--- src/rtl/alu_writeback_pkg.sv ---
// Shared opcode map, destination codes, state encoding and opcode classifier for alu_writeback.
// Constants are int unsigned so callers compare against a zero-extended opcode of any width.
package alu_writeback_pkg;

  localparam int unsigned OP_AND  = 32'h00;
  localparam int unsigned OP_OR   = 32'h01;
  localparam int unsigned OP_XOR  = 32'h02;
  localparam int unsigned OP_ANDN = 32'h03;
  localparam int unsigned OP_ORN  = 32'h04;
  localparam int unsigned OP_XORN = 32'h05;
  localparam int unsigned OP_NOT  = 32'h06;
  localparam int unsigned OP_ADD  = 32'h07;
  localparam int unsigned OP_SUB  = 32'h08;
  localparam int unsigned OP_MUL  = 32'h09;
  localparam int unsigned OP_DIV  = 32'h0A;
  localparam int unsigned OP_MOD  = 32'h0B;
  localparam int unsigned OP_SHL  = 32'h0C;
  localparam int unsigned OP_SHR  = 32'h0D;
  localparam int unsigned OP_ROL  = 32'h0E;
  localparam int unsigned OP_ROR  = 32'h0F;
  localparam int unsigned OP_MOVE = 32'h10;
  localparam int unsigned OP_LDN  = 32'h11;
  localparam int unsigned OP_S    = 32'h1B;
  localparam int unsigned OP_R    = 32'h1C;
  localparam int unsigned OP_ST   = 32'h1D;
  localparam int unsigned OP_STN  = 32'h1E;
  localparam int unsigned OP_LD   = 32'h1F;
  localparam int unsigned OP_LDC  = 32'h20;

  localparam int unsigned DST_RF   = 0;
  localparam int unsigned DST_BIT  = 1;
  localparam int unsigned DST_WORD = 2;
  localparam int unsigned DST_IMM  = 3;

  typedef enum logic [1:0] {
    ST_IDLE     = 2'd0,
    ST_WR_PULSE = 2'd1,
    ST_WORD_REQ = 2'd2
  } wb_state_e;

  typedef enum logic [1:0] {
    OPC_ACC   = 2'd0,
    OPC_STORE = 2'd1,
    OPC_NONE  = 2'd2
  } op_class_e;

  function automatic op_class_e classify(input int unsigned op);
    if (op <= OP_LDN || op == OP_LD || op == OP_LDC)
      return OPC_ACC;
    else if (op >= OP_S && op <= OP_STN)
      return OPC_STORE;
    else
      return OPC_NONE;
  endfunction

endpackage

--- src/rtl/alu_writeback_if.sv ---
// Result-in / store-out bundle of alu_writeback; master is the ALU + store side, slave is the block.
// Handshake is valid/ready on the result side and req/ack on the word-memory side.
interface alu_writeback_if #(
  parameter int WIDTH   = 8,
  parameter int IWIDTH  = 8,
  parameter int AWIDTH  = 8,
  parameter int SOURCES = 4
);
  localparam int SEL_W = $clog2(SOURCES);

  logic              in_valid;
  logic              in_ready;
  logic [IWIDTH-1:0] op_code;
  logic [SEL_W-1:0]  dest_choice;
  logic [AWIDTH-1:0] dest_addr;
  logic [WIDTH-1:0]  alu_out;
  logic              alu_c_out;
  logic              alu_b_out;
  logic [WIDTH-1:0]  acc;
  logic              c_flag;
  logic              b_flag;
  logic              rf_we;
  logic [AWIDTH-1:0] rf_addr;
  logic [WIDTH-1:0]  rf_wdata;
  logic              bit_mem_we;
  logic [AWIDTH-1:0] bit_mem_addr;
  logic              bit_mem_wdata;
  logic              word_mem_req;
  logic [AWIDTH-1:0] word_mem_addr;
  logic [WIDTH-1:0]  word_mem_wdata;
  logic              word_mem_ack;
  logic              err;
  logic              err_clr;

  modport master (
    output in_valid, op_code, dest_choice, dest_addr, alu_out, alu_c_out, alu_b_out,
           word_mem_ack, err_clr,
    input  in_ready, acc, c_flag, b_flag, rf_we, rf_addr, rf_wdata,
           bit_mem_we, bit_mem_addr, bit_mem_wdata,
           word_mem_req, word_mem_addr, word_mem_wdata, err
  );

  modport slave (
    input  in_valid, op_code, dest_choice, dest_addr, alu_out, alu_c_out, alu_b_out,
           word_mem_ack, err_clr,
    output in_ready, acc, c_flag, b_flag, rf_we, rf_addr, rf_wdata,
           bit_mem_we, bit_mem_addr, bit_mem_wdata,
           word_mem_req, word_mem_addr, word_mem_wdata, err
  );

endinterface

--- src/rtl/alu_writeback_timeout_cnt.sv ---
// Counts word-request cycles: load marks the first req cycle, expire flags the TIMEOUT-th cycle.
// Latency 0 from count to expire; no backpressure, saturates at TIMEOUT.
module wb_timeout_cnt #(
  parameter int TIMEOUT = 15
) (
  input  logic clk,
  input  logic rst_n,
  input  logic load,
  input  logic en,
  output logic expire
);
  localparam int CW = $clog2(TIMEOUT + 1);

  logic [CW-1:0] cnt;

  always_ff @(posedge clk or negedge rst_n) begin
    if (!rst_n)
      cnt <= '0;
    else if (load)
      cnt <= CW'(1);
    else if (en && !expire)
      cnt <= cnt + CW'(1);
  end

  assign expire = (cnt == CW'(TIMEOUT));

endmodule

--- src/rtl/alu_writeback.sv ---
// Retires ALU results into ACC/C/B (1 per cycle) or issues rf/bit strobes (2-cycle) and word writes (req/ack, timeout).
// in_ready is registered and high only in IDLE; all strobes and req are registered.
module alu_writeback
  import alu_writeback_pkg::*;
#(
  parameter int WIDTH   = 8,
  parameter int IWIDTH  = 8,
  parameter int AWIDTH  = 8,
  parameter int SOURCES = 4,
  parameter int TIMEOUT = 15
) (
  input logic         clk,
  input logic         rst_n,
  alu_writeback_if.slave bus
);
  localparam int SEL_W = $clog2(SOURCES);

  wb_state_e         state;
  logic [WIDTH-1:0]  acc_q;
  logic              c_q;
  logic              b_q;
  logic              err_q;
  logic              ready_q;
  logic              rf_we_q;
  logic              bit_we_q;
  logic              req_q;
  logic [AWIDTH-1:0] addr_q;
  logic [WIDTH-1:0]  wdata_q;
  logic              bit_wdata_q;

  logic [IWIDTH-1:0] op;
  logic [SEL_W-1:0]  dest;
  op_class_e         op_cls;
  logic              accept;
  logic              store_acc;
  logic              dest_rf;
  logic              dest_bit;
  logic              dest_word;
  logic              cnt_load;
  logic              cnt_en;
  logic              cnt_expire;
  logic              err_set;

  assign op        = bus.op_code;
  assign dest      = bus.dest_choice;
  assign op_cls    = classify(32'(op));
  // ready_q is only ever high in IDLE, so it doubles as the state qualifier here.
  assign accept    = bus.in_valid & ready_q;
  assign store_acc = accept & (op_cls == OPC_STORE);
  assign dest_rf   = (32'(dest) == DST_RF);
  assign dest_bit  = (32'(dest) == DST_BIT);
  assign dest_word = (32'(dest) == DST_WORD);

  assign cnt_load  = store_acc & dest_word;
  assign cnt_en    = (state == ST_WORD_REQ);
  // Any select outside rf/bit/word (the immediate path) cannot be a store target.
  assign err_set   = (store_acc & ~dest_rf & ~dest_bit & ~dest_word)
                   | ((state == ST_WORD_REQ) & ~bus.word_mem_ack & cnt_expire);

  wb_timeout_cnt #(
    .TIMEOUT (TIMEOUT)
  ) u_timeout (
    .clk    (clk),
    .rst_n  (rst_n),
    .load   (cnt_load),
    .en     (cnt_en),
    .expire (cnt_expire)
  );

  always_ff @(posedge clk or negedge rst_n) begin
    if (!rst_n) begin
      state       <= ST_IDLE;
      acc_q       <= '0;
      c_q         <= 1'b0;
      b_q         <= 1'b0;
      err_q       <= 1'b0;
      ready_q     <= 1'b0;
      rf_we_q     <= 1'b0;
      bit_we_q    <= 1'b0;
      req_q       <= 1'b0;
      addr_q      <= '0;
      wdata_q     <= '0;
      bit_wdata_q <= 1'b0;
    end else begin
      err_q <= err_set | (err_q & ~bus.err_clr);
      case (state)
        ST_IDLE: begin
          ready_q <= 1'b1;
          if (accept && op_cls == OPC_ACC) begin
            acc_q <= bus.alu_out;
            if (32'(op) == OP_ADD) c_q <= bus.alu_c_out;
            if (32'(op) == OP_SUB) b_q <= bus.alu_b_out;
          end
          if (store_acc && (dest_rf || dest_bit || dest_word)) begin
            addr_q      <= bus.dest_addr;
            wdata_q     <= bus.alu_out;
            bit_wdata_q <= bus.alu_out[0];
            ready_q     <= 1'b0;
            if (dest_word) begin
              req_q <= 1'b1;
              state <= ST_WORD_REQ;
            end else begin
              rf_we_q  <= dest_rf;
              bit_we_q <= dest_bit;
              state    <= ST_WR_PULSE;
            end
          end
        end
        ST_WR_PULSE: begin
          rf_we_q  <= 1'b0;
          bit_we_q <= 1'b0;
          ready_q  <= 1'b1;
          state    <= ST_IDLE;
        end
        ST_WORD_REQ: begin
          // Ack is checked before expiry, so an ack on the last allowed cycle still succeeds.
          if (bus.word_mem_ack || cnt_expire) begin
            req_q   <= 1'b0;
            ready_q <= 1'b1;
            state   <= ST_IDLE;
          end
        end
        default: begin
          rf_we_q  <= 1'b0;
          bit_we_q <= 1'b0;
          req_q    <= 1'b0;
          ready_q  <= 1'b0;
          state    <= ST_IDLE;
        end
      endcase
    end
  end

  assign bus.in_ready       = ready_q;
  assign bus.acc            = acc_q;
  assign bus.c_flag         = c_q;
  assign bus.b_flag         = b_q;
  assign bus.err            = err_q;
  assign bus.rf_we          = rf_we_q;
  assign bus.rf_addr        = addr_q;
  assign bus.rf_wdata       = wdata_q;
  assign bus.bit_mem_we     = bit_we_q;
  assign bus.bit_mem_addr   = addr_q;
  assign bus.bit_mem_wdata  = bit_wdata_q;
  assign bus.word_mem_req   = req_q;
  assign bus.word_mem_addr  = addr_q;
  assign bus.word_mem_wdata = wdata_q;

endmodule

--- src/flat_wrapper.sv ---
// flat-port wrapper written by rule: the top's interface ports become plain ports
module alu_writeback_flat import alu_writeback_pkg::*;
#(
  parameter int WIDTH   = 8,
  parameter int IWIDTH  = 8,
  parameter int AWIDTH  = 8,
  parameter int SOURCES = 4,
  parameter int TIMEOUT = 15
)
  (clk, rst_n, bus_in_valid, bus_op_code, bus_dest_choice, bus_dest_addr, bus_alu_out, bus_alu_c_out, bus_alu_b_out, bus_word_mem_ack, bus_err_clr, bus_in_ready, bus_acc, bus_c_flag, bus_b_flag, bus_rf_we, bus_rf_addr, bus_rf_wdata, bus_bit_mem_we, bus_bit_mem_addr, bus_bit_mem_wdata, bus_word_mem_req, bus_word_mem_addr, bus_word_mem_wdata, bus_err);
  alu_writeback_if #(.WIDTH(WIDTH), .IWIDTH(IWIDTH), .AWIDTH(AWIDTH), .SOURCES(SOURCES)) bus_i ();
  input logic clk;
  input logic rst_n;
  input wire logic [$bits(bus_i.in_valid)-1:0] bus_in_valid;
  input wire logic [$bits(bus_i.op_code)-1:0] bus_op_code;
  input wire logic [$bits(bus_i.dest_choice)-1:0] bus_dest_choice;
  input wire logic [$bits(bus_i.dest_addr)-1:0] bus_dest_addr;
  input wire logic [$bits(bus_i.alu_out)-1:0] bus_alu_out;
  input wire logic [$bits(bus_i.alu_c_out)-1:0] bus_alu_c_out;
  input wire logic [$bits(bus_i.alu_b_out)-1:0] bus_alu_b_out;
  input wire logic [$bits(bus_i.word_mem_ack)-1:0] bus_word_mem_ack;
  input wire logic [$bits(bus_i.err_clr)-1:0] bus_err_clr;
  output wire logic [$bits(bus_i.in_ready)-1:0] bus_in_ready;
  output wire logic [$bits(bus_i.acc)-1:0] bus_acc;
  output wire logic [$bits(bus_i.c_flag)-1:0] bus_c_flag;
  output wire logic [$bits(bus_i.b_flag)-1:0] bus_b_flag;
  output wire logic [$bits(bus_i.rf_we)-1:0] bus_rf_we;
  output wire logic [$bits(bus_i.rf_addr)-1:0] bus_rf_addr;
  output wire logic [$bits(bus_i.rf_wdata)-1:0] bus_rf_wdata;
  output wire logic [$bits(bus_i.bit_mem_we)-1:0] bus_bit_mem_we;
  output wire logic [$bits(bus_i.bit_mem_addr)-1:0] bus_bit_mem_addr;
  output wire logic [$bits(bus_i.bit_mem_wdata)-1:0] bus_bit_mem_wdata;
  output wire logic [$bits(bus_i.word_mem_req)-1:0] bus_word_mem_req;
  output wire logic [$bits(bus_i.word_mem_addr)-1:0] bus_word_mem_addr;
  output wire logic [$bits(bus_i.word_mem_wdata)-1:0] bus_word_mem_wdata;
  output wire logic [$bits(bus_i.err)-1:0] bus_err;
  assign bus_i.in_valid = bus_in_valid;
  assign bus_i.op_code = bus_op_code;
  assign bus_i.dest_choice = bus_dest_choice;
  assign bus_i.dest_addr = bus_dest_addr;
  assign bus_i.alu_out = bus_alu_out;
  assign bus_i.alu_c_out = bus_alu_c_out;
  assign bus_i.alu_b_out = bus_alu_b_out;
  assign bus_i.word_mem_ack = bus_word_mem_ack;
  assign bus_i.err_clr = bus_err_clr;
  assign bus_in_ready = bus_i.in_ready;
  assign bus_acc = bus_i.acc;
  assign bus_c_flag = bus_i.c_flag;
  assign bus_b_flag = bus_i.b_flag;
  assign bus_rf_we = bus_i.rf_we;
  assign bus_rf_addr = bus_i.rf_addr;
  assign bus_rf_wdata = bus_i.rf_wdata;
  assign bus_bit_mem_we = bus_i.bit_mem_we;
  assign bus_bit_mem_addr = bus_i.bit_mem_addr;
  assign bus_bit_mem_wdata = bus_i.bit_mem_wdata;
  assign bus_word_mem_req = bus_i.word_mem_req;
  assign bus_word_mem_addr = bus_i.word_mem_addr;
  assign bus_word_mem_wdata = bus_i.word_mem_wdata;
  assign bus_err = bus_i.err;
  alu_writeback #(.WIDTH(WIDTH), .IWIDTH(IWIDTH), .AWIDTH(AWIDTH), .SOURCES(SOURCES), .TIMEOUT(TIMEOUT)) u_core (.clk(clk), .rst_n(rst_n), .bus(bus_i));
endmodule
--- config.mk ---
export PLATFORM = sky130hd
export DESIGN_NAME = alu_writeback_flat
export DESIGN_NICKNAME = d
export VERILOG_FILES = /design/src/rtl/alu_writeback_pkg.sv /design/src/rtl/alu_writeback_if.sv /design/src/rtl/alu_writeback_timeout_cnt.sv /design/src/rtl/alu_writeback.sv /design/src/flat_wrapper.sv
export SDC_FILE = /design/constraint.sdc
export NUM_CORES = 1
export LEC_CHECK = 0
export ABC_CLOCK_PERIOD_IN_PS = 2400
export CAP_MARGIN = 5
export CORE_MARGIN = 2
export CORE_UTILIZATION = 40
export CTS_BUF_LIST = sky130_fd_sc_hd__clkbuf_8
export DETAILED_ROUTE_END_ITERATION = 12
export PLACE_DENSITY = 0.77
export SKIP_LAST_GASP = 1
export SLEW_MARGIN = 25
export SYNTH_ARGS = -nofsm -noshare
export SYNTH_HDL_FRONTEND = slang
export SYNTH_SLANG_ARGS = --single-unit
--- constraint.sdc ---
create_clock -name clk -period 2.4 [get_ports clk]
set_input_delay 0.48 -clock clk [delete_from_list [all_inputs] [get_ports clk]]
set_output_delay 0.48 -clock clk [all_outputs]
set_load 0.05 [all_outputs]
Yosys cells after proc, flatten, opt, wreduce, memory -nomap -nowiden
Cells that the tools add are included.
Word-level totals
  memories: 0
  input port bits: 33
  ROM bits: 0
  latch bits: 0
  memory bits (writable): 0
  bits in registers: 38
Cells by class
  magnitude comparators: 3
  muxes and demuxes: 21
  $mul: 0
  reductions and logical operators: 21
  divide/modulo/power cells: 0
  shifts and indexed selects: 0
  add/subtract/negate cells: 1
  equality and inequality tests: 14
  bitwise logic cells: 18
Operator list (number)
  <= comparator 8 x 5 -> 1 bit, second input constant: 2
  two-way mux 2 bit: 5
  AND 1 bit: 9
  two-way mux 1 bit: 9
  AND reduction 3 bit: 3
  == test 8 x 3 -> 1 bit, second input constant: 1
  == test 8 x 4 -> 1 bit, second input constant: 1
  == test 8 x 5 -> 1 bit, second input constant: 1
  == test 8 x 6 -> 1 bit, second input constant: 1
  >= comparator 8 x 5 -> 1 bit, second input constant: 1
  two-way mux 4 bit: 2
  inverter 1 bit: 7
  == test 2 x 1 -> 1 bit, second input constant: 3
  logical NOT 2 bit: 3
  inequality test 2 x 1 -> 1 bit, second input constant: 3
  one-hot mux 1 bit (3 select lines): 2
  AND reduction 2 bit: 3
  logical OR 1 bit: 5
  adder 4 x 1 -> 4 bit, second input constant: 1
  == test 2 bit, second input constant: 2
  == test 4 bit, second input constant: 1
  logical AND 1 bit: 4
  one-hot mux 1 bit (2 select lines): 2
  one-hot mux 2 bit (2 select lines): 1
  other kinds (5): 6

Logic depth before layout (Yosys ltp)
Gate-level depths: netlist of run 1.
  depth after elaboration: 11
  gate-level depth with buffers: 7

Cells and area by module
Synthesis of run 1 repeated with hierarchy kept, for this count alone.
Second synthesis, totals
  cell total of the unflattened synthesis: 163
  area, all modules: 1991.9 um^2
By module, submodules not included
  alu_writeback: times used 1, cells each 143, sequential area each 825.8 um^2, area each 1767.9 um^2
  wb_timeout_cnt: times used 1, cells each 20, sequential area each 100.1 um^2, area each 224.0 um^2

Worst setup path before layout of run 1
OpenSTA, ideal clock, no wires.
  path kind: register -> register
  from: register u_core.ready_q (netlist: u_core.bus.in_ready)
  to: register u_core.addr_q[0] (netlist: u_core.bus.bit_mem_addr[0])
  stages on the path, launching flop included: 6
  setup slack: 0.497 ns
  arrival time: 1.778 ns
  library setup time: 0.125 ns
  period minus slack after synthesis: 1.903 ns
  cell sequence: dfrtp_1 > nand4bb_1 > nor2_2 > nand4_4 > buf_6 > mux2_4
Between the ends
  cells in the longest elaborated chain, start to end: 4
Ends and longest elaborated chain
  start: declaration: line alu_writeback.sv:23  | logic ready_q;
  start signal: assignment: line alu_writeback.sv:77  | ready_q <= 1'b0;
  start signal: assignment: line alu_writeback.sv:88  | ready_q <= 1'b1;
  start signal: assignment: line alu_writeback.sv:98  | ready_q <= 1'b0;
  AND 1 bit: line alu_writeback.sv:48  | assign accept = bus.in_valid & ready_q;
  AND 1 bit: line alu_writeback.sv:49  | assign store_acc = accept & (op_cls == OPC_STORE);
  logical AND 1 bit: line alu_writeback.sv:94  | if (store_acc && (dest_rf || dest_bit || dest_word)) begin
  AND reduction 2 bit (no line)
  end signal: assignment: line alu_writeback.sv:95  | addr_q <= bus.dest_addr;
  end: declaration: line alu_writeback.sv:27  | logic [AWIDTH-1:0] addr_q;
Every way passes these cells.
A chain may end at the register's enable or synchronous reset.

Final worst setup path of run 1
  from: input bus_op_code[1]
  to: register u_core.acc_q[1] (netlist: u_core.bus.acc[1])
Between the ends
  cells in the longest elaborated chain, start to end: 7
Ends and longest elaborated chain
  start: declaration: line flat_wrapper.sv:15  | input wire logic [$bits(bus_i.op_code)-1:0] bus_op_code;
  >= comparator 8 x 5 -> 1 bit, or another cell as far along: line alu_writeback_pkg.sv:50  | else if (op >= OP_S && op <= OP_STN)
  logical AND 1 bit / logical OR 1 bit (equally long branches): line alu_writeback_pkg.sv:50, alu_writeback_pkg.sv:48
  two-way mux 2 bit / logical OR 1 bit (equally long branches): line alu_writeback_pkg.sv:50, alu_writeback_pkg.sv:48
  two-way mux 2 bit (*): line alu_writeback_pkg.sv:48  | if (op <= OP_LDN || op == OP_LD || op == OP_LDC)
  logical NOT 2 bit (*): line alu_writeback.sv:89  | if (accept && op_cls == OPC_ACC) begin
  logical AND 1 bit (*): line alu_writeback.sv:89
  AND reduction 2 bit (no line) (*)
  end signal: assignment: line alu_writeback.sv:90  | acc_q <= bus.alu_out;
  end: declaration: line alu_writeback.sv:19  | logic [WIDTH-1:0] acc_q;
Every way passes the cells marked *; elsewhere a longest branch is shown, timed or not.

==> summary.txt, run 1 <==
Status
  – Outcome: complete, no violations

Cells and area
  – Antenna Cells: 0
  – Most frequent cells in the layout: clkdlybuf4s50_1, dfrtp_1, mux2_2
  – Area growth syn-to-layout: 45.0%
  – Fill count: 418
  – Most common cell after layout, fill and taps aside: clkdlybuf4s50_1
  – Share of cells above drive strength 1: 0.188
  – Non-Filler Instances: 312
  – Final design utilization: 0.610
  – Nets: ~280

Routing
  – Drt wl/cell: 15.1 um
  – Routed vias: between 1.5k and 2k
  – Drt total wl: approximately 4700 um
  – Initial DRC count: ~60
  – DRC Markers: 0
  – Remaining antenna violation count after routing: 0
  – Via density: roughly 5.0
  – First-pass DRT Iterations: 4

STA
  – Worst-Margin Slew: 0.822 ns
  – Relative slew slack: 0.452
  – F_max: between 0.4 and 0.5 GHz
  – Final count of hold timing violations: 0
  – Final Cycle Share: 0.888
  – Minimum clock period: 2.13 ns
  – Final setup margin: about 0.27 ns
  – RSZ-0062 raised after global routing: no
  – Slew Limit Fails: 0
  – Skew final: just under 0.009 ns
  – Final setup vio count: 0

Worst setup path
  – Slowest stage delay, CP: roughly 0.49 ns
  – CP Launch Type: primary input
  – Worst-path cell chain: clkdlybuf4s50_1 > or3_1 > a31oi_1 > o211a_1 > mux2_2
  – Crit Path Class: in -> reg
  – CP Data Required Time: ~2.6 ns
  – CP arrival: roughly 2.3 ns
  – Cell at the slowest stage of the critical path: clkdlybuf4s50_1
  – CP bufs+invs: 1
  – CP Max Fanout: 8
  – Crit. End Element: register
  – Delay-heaviest family, CP: compound AO/OA/AOI/OAI gates

CTS
  – CTS root buf: clkbuf_8
  – Clock buffer count from CTS: 5
  – Clock Pin Slew Worst Setup and Hold Paths: about 0.080 ns
  – Hold buffers post-CTS: 0
  – CTS tree: built
  – CTS Sinks: 37
  – Post_cts resized: 0
  – Clk Latency, worst-skew pair: around 0.29 ns
  – Clock buffer depth: 2
  – Post-CTS setup buffer count: 0
  – H-tree depth: 2

GRT
  – Total congestion overflow: 0
  – Total track usage: 0.178
  – Initial antenna violation count: 0
  – Vias in the first global route: roughly 1.6k
  – First-pass GRT wire length: approximately 7400 um
  – Pin count of the biggest net entering global routing: 38

Yosys
  – Mean Syn Cell Area: approximately 12 um^2
  – Syn Inst Count: between 150 and 200
  – Top-area cell type share of the netlist area: 0.457
  – Synth async-reset ratio: 1.00
  – Syn Std Cell Area: slightly above 2000 um^2
  – Yosys reg bits: 37
  – Synthesis Warnings: 0
  – Top post-synthesis cells by area: dfrtp_1, mux2_2, buf_4
  – Synth area leader: dfrtp_1
  – Syn Nets: 211
  – Post-synthesis sequential area ratio: 0.457
  – Post-synth EDFFs: 0
  – Synth unique cells: 41
  – Most used DFF post-synth: dfrtp_1

Place
  – Pre-CTS setup slack: -0.0575 ns
  – Final HPWL DP: ~3700 um
  – Routability cong.: 0.757
  – DP Cell Count: 304
  – IO buf count: between 80 and 90

Die
  – Die X: ~75 um
  – Row count: 25
  – IO Pins: 89
  – Core box area: ~4800 um^2
  – Effective utilization at floorplan: 0.421
  – Die area: 5650 um^2
  – Die Y: roughly 75 um

Power
  – Power Dens Cells: around 1000 nW/um^2
  – Leakage: 0.00128 uW
  – VDD IR-drop max: roughly 0.0005 V

Min path
  – HP Class: in -> async

Run
  – Max-cap viol count: 0
[flip-flops by register name (all words and copies together) (netlist names)]
name	flops
u_core.bus.acc	8
u_core.bus.bit_mem_addr	8
u_core.bus.rf_wdata	8
u_core.u_timeout.cnt	4
u_core.state	2
u_core.bus.b_flag	1
u_core.bus.bit_mem_we	1
u_core.bus.c_flag	1
u_core.bus.err	1
u_core.bus.in_ready	1
u_core.bus.rf_we	1
u_core.bus.word_mem_req	1
[logic make-up (layout without fill, tap and decap cells)]
group | after synthesis | count (layout) | share of synthesized area
compound gates | 20 | 20 | 0.0766
xor+xnor | 3 | 3 | 0.0130
simple gates | 48 | 48 | 0.141
flops | 37 | 37 | 0.457
fa+ha+maj | 5 | 5 | 0.0309
buf+inv | 33 | 105 | 0.112
mux | 27 | 27 | 0.169
[cell usage after synthesis, drive strengths merged (2+ instances only)]
master,number
a221o,2
inv,4
nand3,6
and3,2
mux2,27
nor3,2
nor2,6
dfrtp,37
nor3b,2
nand4,5
xor2,3
nand2,13
nand2b,2
nor2b,2
ha,5
a21oi,7
nand4bb,2
a31oi,2
buf,28
[worst register-to-register path: cells and delay by family (launching register included)]
kind,cells,cell delay [ns]
buffers and inverters,1,0.11
muxes,1,0.29
and+or+nand+nor,1,0.40
adders and majority gates,1,0.33
DFF,1,0.42
AOI/OAI and AO/OA,2,0.24
[per-stage QoR]
stage	instance area, um^2	hold WS, ns	total power [uW]	setup TNS [ns]
finish	2940	0.271	2950	0
global placement	2820	0.490	2400	0
detailed placement	2820	0.496	2430	-0.367
CTS	2940	0.300	2980	0
floorplan	2030	0.184	1970	0
global route	2940	0.336	3110	0
[cell type report]
cell class,count,area [um^2],area share
timing repair buffer,93,926,0.315
clock buffer,5,68.8,0.0234
multi-input combinational,103,872,0.297
tap,67,83.8,0.0285
sequential,37,926,0.315
inverter,4,15.0,0.00511
clock inverter,3,46.3,0.0158
[power by group]
part | internal [uW] | leakage (uW) | total (uW) | switching [uW]
combinational | 557 | 0.000745 | 1490 | 938
clock | 311 | 0.0000543 | 546 | 235
sequential | 786 | 0.000485 | 909 | 123
[worst paths after layout]
check | cells past startpoint | slack (ns) | from | end
min in group clk | 1 | 0.51 | u_core.bus.b_flag$_DFFE_PN0P_ | u_core.bus.b_flag$_DFFE_PN0P_
worst min register to register | 1 | 0.51 | u_core.bus.b_flag$_DFFE_PN0P_ | u_core.bus.b_flag$_DFFE_PN0P_
worst max register to register | 6 | 0.50 | u_core.state[0]$_DFFE_PN0P_ | u_core.bus.word_mem_req$_DFFE_PN0P_
max in group asynchronous | 1 | 1.60 | rst_n | u_core.bus.rf_wdata[1]$_DFFE_PN0P_
worst max-delay path | 5 | 0.27 | bus_op_code[1] | u_core.bus.acc[1]$_DFFE_PN0P_
worst min-delay path | 1 | 0.27 | rst_n | u_core.bus.bit_mem_addr[3]$_DFFE_PN0P_
[metal layers]
metal | up-vias | global-route usage | share of wire
met2 | 71 | 0.312 | 0.50
met1 | 746 | 0.210 | 0.40
met5 | - | 0 | 0
met4 | 0 | 0.0643 | 0.0089
li1 | 736 | - | -
met3 | 4 | 0.0455 | 0.090
No activity file was read; power rests on OpenSTA's default activity.
==> run 2: changes to the inputs <==
Settings changed: CTS_CLUSTER_SIZE from default to 30, PLACE_DENSITY 0.77 to 0.76.
==> run 2 against run 1 <==
Critical path depth did not move. Global-route usage fell by 0.34 points. Via count did not move. Clock skew fell by 0.0011 ns. Fmax barely moved. Die area did not move. Setup slack improved by 0.0011 ns. Flip-flop and latch count did not move. Sequential power barely moved. Critical endpoint is now u_core.bus.acc[3]$_DFFE_PN0P_. Largest cell class unchanged.
==> summary.txt, run 2 (synthesis results as in run 1) <==
Die
  – Die area: between 5000 and 6000 um^2
  – Core box area: 4820 um^2
  – Effective utilization at floorplan: 0.421
  – IO Pins: 89
  – Row count: 25
  – Die X: between 70 and 80 um
  – Die Y: 75.2 um

CTS
  – Clk Latency, worst-skew pair: 0.28 ns
  – H-tree depth: 2
  – Hold buffers post-CTS: 0
  – Post_cts resized: 0
  – Post-CTS setup buffer count: 0
  – Clock buffer count from CTS: 5
  – CTS tree: built
  – CTS root buf: clkbuf_8
  – Clock buffer depth: 2
  – Clock Pin Slew Worst Setup and Hold Paths: around 0.080 ns
  – CTS Sinks: 37

STA
  – Worst-Margin Slew: 0.839 ns
  – Final Cycle Share: 0.888
  – Final Hold Slack: 0.294 ns
  – RSZ-0062 raised after global routing: no
  – Slew Limit Fails: 0
  – F_max: 0.469 GHz
  – Final setup vio count: 0
  – Relative slew slack: 0.440
  – Minimum clock period: ~2.1 ns
  – Skew final: between 0.007 and 0.008 ns
  – Final count of hold timing violations: 0

Run
  – Max-cap viol count: 0

Min path
  – HP Class: in -> async

Routing
  – First-pass DRT Iterations: 4
  – Drt wl/cell: between 15 and 20 um
  – Via density: ~5
  – DRC Markers: 0
  – Remaining antenna violation count after routing: 0
  – Routed vias: between 1.5k and 2k
  – Drt total wl: 4720 um
  – Initial DRC count: 54

Worst setup path
  – CP Data Required Time: ~2.6 ns
  – CP Max Fanout: 8
  – CP arrival: between 2 and 2.5 ns
  – Crit Path Class: in -> reg
  – Crit. End Element: register
  – CP Launch Type: primary input

Place
  – IO buf count: 88
  – Routability cong.: 0.768
  – Final HPWL DP: approximately 3700 um

GRT
  – First-pass GRT wire length: between 7000 and 8000 um
  – Pin count of the biggest net entering global routing: 38
  – Vias in the first global route: approximately 1.5k
  – Total track usage: 0.174
  – Initial antenna violation count: 0
  – Total congestion overflow: 0

Cells and area
  – Fill count: between 400 and 500
  – Most common cell after layout, fill and taps aside: clkdlybuf4s50_1
  – Antenna Cells: 0
  – Multi-input gate area: just under 900 um^2
  – Nets: 281
  – Most frequent cells in the layout: clkdlybuf4s50_1, dfrtp_1, mux2_2
  – Share of cells above drive strength 1: 0.181
  – Area growth syn-to-layout: 44.1%
  – Reg area: between 900 and 1000 um^2

Power
  – Power Dens Cells: 1000 nW/um^2
  – VDD IR-drop max: between 0.0004 and 0.0005 V
  – Post-layout total power: 2920 uW
  – Leakage: between 0.001 and 0.0015 uW

Status
  – Outcome: complete, no violations
run 2: stage by stage:
| stage | TNS (ns) | cells | worst slack (ns) | utilization | instance area [um^2] |
|---|---|---|---|---|---|
| 6_report | 0 | 310 | 0.269 | 0.606 | 2920 |
| 5_1_grt | 0 | 310 | 0.198 | 0.606 | 2920 |
| 4_1_cts | 0 | 310 | 0.261 | 0.606 | 2920 |
| 3_5_place_dp | -0.242 | 303 | -0.0403 | 0.584 | 2820 |
| 3_3_place_gp | 0 | 303 | 0.0238 | 0.584 | 2820 |
| 2_1_floorplan | 0 | 173 | 0.497 | - | 2030 |
run 2: report_power, final:
group / total [uW] / internal (uW) / switching (uW)
clock: 516 / 302 / 214
sequential: 909 / 786 / 123
combinational: 1500 / 556 / 942
total: 2920 / 1640 / 1280
run 2: worst paths after layout:
check | from | to | slack (ns) | cells after the start
max | bus_op_code[1] | u_core.bus.acc[3]$_DFFE_PN0P_ | 0.27 | 5
min | rst_n | u_core.bus.bit_mem_addr[2]$_DFFE_PN0P_ | 0.29 | 1
max reg2reg | u_core.state[0]$_DFFE_PN0P_ | u_core.bus.word_mem_req$_DFFE_PN0P_ | 0.41 | 6
min reg2reg | u_core.bus.acc[3]$_DFFE_PN0P_ | u_core.bus.acc[3]$_DFFE_PN0P_ | 0.51 | 1
max in group asynchronous | rst_n | u_core.u_timeout.cnt[1]$_DFFE_PN0P_ | 1.57 | 1
min in group clk | u_core.bus.acc[3]$_DFFE_PN0P_ | u_core.bus.acc[3]$_DFFE_PN0P_ | 0.51 | 1
run 2: final cells by class:
type / instances / share of cell area
clock buffers: 5 / 0.0236
clock inverters: 2 / 0.0120
inverters: 4 / 0.00514
multi-input cells: 103 / 0.299
flip-flops and latches: 37 / 0.317
well taps: 67 / 0.0287
repair buffers: 92 / 0.315
run 2: per-layer routing:
layer	up-vias	track usage	part of all wire
met2	61	0.294	0.49
met5	-	0	0
li1	737	-	-
met1	754	0.226	0.43
met4	0	0.0409	0.0057
met3	5	0.0442	0.073
run 2: worst max-delay path, cell delays in order:
cell and delay, ns:
clkdlybuf4s50_1 0.49, or3_1 0.40, a31oi_1 0.19, o211a_1 0.36
mux2_2 0.38
==> run 3: changes to the inputs <==
Settings changed: CAP_MARGIN 5 to default.
==> results of run 3 <==
No change in the layout: final DEF, timing and power equal those of run 2.
